$ cat config.mk
export PLATFORM = sky130hd
export DESIGN_NAME = assert_fail_logger
export DESIGN_NICKNAME = d
export VERILOG_FILES = /design/src/rtl/assert_fail_logger.sv
export SDC_FILE = /design/constraint.sdc
export NUM_CORES = 1
export LEC_CHECK = 0
export ABC_AREA = 1
export CAP_MARGIN = 0
export CORE_ASPECT_RATIO = 0.8
export CORE_MARGIN = 3
export CORE_UTILIZATION = 63
export CTS_BUF_LIST = sky130_fd_sc_hd__clkbuf_16
export CTS_CLUSTER_SIZE = 24
export DETAILED_ROUTE_END_ITERATION = 8
export DONT_BUFFER_PORTS = 1
export PLACE_DENSITY = 0.81
export SYNTH_ARGS = -nofsm -noshare
export SYNTH_HDL_FRONTEND = slang
export SYNTH_SLANG_ARGS = --single-unit
$ cat constraint.sdc
create_clock -name clk -period 3.6 [get_ports clk]
set_input_delay 0.72 -clock clk [delete_from_list [all_inputs] [get_ports clk]]
set_output_delay 0.72 -clock clk [all_outputs]
set_load 0.005 [all_outputs]
$ cat src/rtl/assert_fail_logger.sv
// Assertion failure logger: qualifies per-checker failure pulses, timestamps them
// into a first-word-fall-through log FIFO, and keeps saturating failure/drop counters.
module assert_fail_logger #(
  parameter int NUM_CHK = 4,
  parameter int DEPTH   = 8,
  parameter int TS_W    = 16,
  parameter int CNT_W   = 16,
  localparam int IDW    = $clog2(NUM_CHK)
) (
  input  logic               clk,
  input  logic               rst,
  input  logic               disable_iff,
  input  logic               clr,
  input  logic [NUM_CHK-1:0] fail,
  output logic               log_valid,
  input  logic               log_ready,
  output logic [IDW-1:0]     log_id,
  output logic               log_multi,
  output logic [TS_W-1:0]    log_ts,
  output logic [CNT_W-1:0]   fail_cnt,
  output logic [CNT_W-1:0]   drop_cnt,
  output logic               overflow
);

  localparam int AW  = $clog2(DEPTH);
  localparam int PCW = $clog2(NUM_CHK + 1);
  localparam int SW  = ((CNT_W > PCW) ? CNT_W : PCW) + 1;

  typedef struct packed {
    logic [IDW-1:0]  id;
    logic            multi;
    logic [TS_W-1:0] ts;
  } entry_t;

  entry_t           mem [DEPTH];
  entry_t           head;
  logic [AW:0]      wr_ptr, rd_ptr;
  logic [TS_W-1:0]  ts;
  logic [NUM_CHK-1:0] qual;
  logic [IDW-1:0]   low_id;
  logic             found;
  logic [PCW-1:0]   pc;
  logic [SW-1:0]    fail_sum;
  logic             empty, full, push, pop, wr_en, drop;

  // Failures arriving during a soft clear are discarded along with the log.
  assign qual = fail & {NUM_CHK{~disable_iff & ~clr}};

  always_comb begin
    low_id = '0;
    found  = 1'b0;
    pc     = '0;
    for (int unsigned i = 0; i < NUM_CHK; i++) begin
      pc = pc + PCW'(qual[i]);
      if (qual[i] && !found) begin
        low_id = IDW'(i);
        found  = 1'b1;
      end
    end
  end

  assign empty    = (wr_ptr == rd_ptr);
  assign full     = (wr_ptr[AW] != rd_ptr[AW]) && (wr_ptr[AW-1:0] == rd_ptr[AW-1:0]);
  assign push     = found;
  assign pop      = log_valid && log_ready;
  assign wr_en    = push && (!full || pop);
  assign drop     = push && full && !pop;
  assign fail_sum = SW'(fail_cnt) + SW'(pc);

  assign head      = mem[rd_ptr[AW-1:0]];
  assign log_valid = !empty;
  // Head fields read as zero while empty so the port values match reset until the first push.
  assign log_id    = empty ? '0 : head.id;
  assign log_multi = empty ? 1'b0 : head.multi;
  assign log_ts    = empty ? '0 : head.ts;

  always_ff @(posedge clk) begin
    if (rst) ts <= '0;
    else     ts <= ts + 1'b1;
  end

  always_ff @(posedge clk) begin
    if (wr_en && !rst) begin
      mem[wr_ptr[AW-1:0]] <= '{id: low_id, multi: (pc > PCW'(1)), ts: ts};
    end
  end

  always_ff @(posedge clk) begin
    if (rst || clr) begin
      wr_ptr   <= '0;
      rd_ptr   <= '0;
      fail_cnt <= '0;
      drop_cnt <= '0;
      overflow <= 1'b0;
    end else begin
      if (wr_en) wr_ptr <= wr_ptr + 1'b1;
      if (pop)   rd_ptr <= rd_ptr + 1'b1;
      if (fail_sum[SW-1:CNT_W] != '0) fail_cnt <= '1;
      else                            fail_cnt <= fail_sum[CNT_W-1:0];
      if (drop) begin
        overflow <= 1'b1;
        if (drop_cnt != '1) drop_cnt <= drop_cnt + 1'b1;
      end
    end
  end

endmodule

==> flow_summary.toml <==
[outcome]
run_status = "complete, no violations"

[sta]
hold_ws_ns = 0.2949
worst_pin_slew_ns = 0.9058
period_minus_slack_ns = 3.042
tns_ns = 0
final-setup-viol-count = 0
slew_headroom = 0.3955
fin_crit_sh = 0.8451
rsz0062_at_grt = "false"
fin_ws_ns = 0.5578
slew_violations = 0
fmax_mhz = 328.7
finalHoldViolations = 0
clock_skew_ns = 0.01686

[synth]
yosys.area.top_type = "edfxtp_1"
synth_area_mm2 = 0.009221
syn_nets = 967
dominantRegCellSynth = "edfxtp_1"
yosysSeqAreaShare = 0.6252
syn_avg_cell_area_um2 = 9.758
synth_top_area_share = 0.4950
synth_edf_count = 152
ys_warn_count = 0
synth.distinct_cells = 33
synthArstFlopShare = 0
synth.area.top_cells = "edfxtp_1, dfxtp_1, nor2_1"
syn_inst = 945
ys_ff_latch = 212

[critical_path]
ff2ff_path_depth = 10
crit_type = "register to output port"
r2r_slack_ns = 1.23
arrival_ns = 2.32
critPathLaunchType = "register"
rr_startpoint = "wr_ptr[0]"
crit_path_end_kind = "output port"
critPathMaxFanout = 57
timing.rr.end = "mem[1][12]"
worst-endpoint-required_ns = 2.88

[place]
numPortBuffers = 0
globalplace.congestion = 0.8439
hpwl_mm = 12.80
dp_slack_ns = 0.1190

[clock_network]
path_clk_slew_ns = 0.06
cts_resized = 0
cts_htree_levels = 1
cts_buffers = 21
clock_sinks = 212
cts_tree = "built"
cts_setup_buffers = 0
cts-root-buf = "clkbuf_16"
postCtsHoldBufs = 0
cts.path.max_buffers = 3
clock_latency_ns = 0.50

[finish]
final_cell_mix = "nor2_1, edfxtp_1, o21ai_0"
area_growth_pct = 9.592
post-route-util = 0.7254
final_layout_size_suffix_gt1_frac = 0.08808
num_antenna_cells = 0
nets = 972
fillers = 923
layout_commonest_cell = "nor2_1"

[power]
leakage_nw = 3.615
power.density_mw_per_mm2 = 490.5
vdd_drop_max_v = 0.0004948

[routing]
drtIter0Drc = 837
ant_nets = 0
routedWlPerCell_um = 18.25
dr.pass1.iters = 6
wl_mm = 20.90
viasPerCell = 5.917
vias = 6775
drc = 0

[die]
num_rows = 38
fp.dieArea_mm2 = 0.01613
die_y_um = 114.2
die-width_um = 141.3
start_util = 0.6619
ios = 62
core_area_mm2 = 0.01393

[worst_hold_path]
min_from = "rst"
min_to = "ts[14]"
min_path_cells = 1
hold_class = "input pin to register"

[grt]
grt-ovfl-total = 0
antenna_found_initial = 0
grt_max_degree = 58
grt_usage = 0.2601
grt_first_pass_wirelength_mm = 33.19
grt_pass1_vias = 6313

[job]
maxCapViolations = 0
-- cells by family (layout without fill, tap and decap cells) --
logic type / after synthesis / count (layout) / share of synthesized area
and+or+nand+nor: 401 / 401 / 0.1824
DFF: 212 / 212 / 0.6252
AOI/OAI and AO/OA: 191 / 191 / 0.1076
buffers and inverters: 111 / 131 / 0.05020
xor gates and xnor gates: 17 / 17 / 0.01615
adders and majority gates: 13 / 13 / 0.01845
-- metal layers --
layer,global-route usage,share of wire,routed length (µm)
met5,0,0,0
met3,0.05344,0.11,2290
met4,0.06585,0.012,255
met1,0.3838,0.42,8691
met2,0.4005,0.46,9660
-- how the worst max path moves through the flow --
stage / start / end / slack [ns]
after floorplan: disable_iff / mem[4][0] / 0.22
after global placement: disable_iff / fail_cnt[6] / 0.23
after detailed placement: disable_iff / fail_cnt[6] / 0.12
after CTS: register / log_ts[3] / 0.59
after global routing: disable_iff / fail_cnt[9] / 0.35
final: register / log_id[0] / 0.56
-- where the power goes --
part	switching (mW)	internal, mW
clock network	0.890	1.21
registers	0.0209	2.62
logic	0.156	0.0601
-- synth_stat cells (all sizes together) (5+ instances only) --
cell	count
buf	18
ha	12
clkbuf	20
nor3	20
o21ai	135
nand2	122
nand3	42
edfxtp	152
dfxtp	60
nor2	205
xnor2	5
xor2	12
a21oi	36
inv	72
a31oi	19
nand4	8
-- through the flow --
step / std cells / instance area (µm²) / power [mW]
global placement: 1107 / 9445 / 2.895
CTS: 1145 / 10110 / 4.969
finish: 1145 / 10110 / 4.957
detailed placement: 1107 / 9445 / 2.905
floorplan: 945 / 9221 / 2.835
global route: 1145 / 10110 / 5.101
-- worst max-delay path: stages, from the launching register on --
cell,delay (ns)
dfxtp_2,0.34
buf_4,0.51
o21ai_0,0.18
o21ai_0,0.23
o21ai_0,0.12
a31oi_1,0.45
-- state kept, by name, indices dropped and copies added, names as in the netlist, named ones only --
| register | cells |
|---|---|
| rd_ptr | 4 |
| drop_cnt | 16 |
| overflow | 1 |
| ts | 16 |
| mem | 152 |
| fail_cnt | 16 |
| wr_ptr | 4 |
-- area by class of cell --
| cell class | count | area, µm² | area share |
|---|---|---|---|
| Sequential cell | 212 | 5768 | 0.5708 |
| Clock inverter | 17 | 135.1 | 0.01337 |
| Timing Repair Buffer | 20 | 150.1 | 0.01486 |
| Clock buffer | 21 | 525.5 | 0.05200 |
| Multi-Input combinational cell | 622 | 3028 | 0.2996 |
| Tap cell | 180 | 225.2 | 0.02229 |
| Inverter | 73 | 274.0 | 0.02711 |
Note: power is estimated with default switching activity, not from simulation.
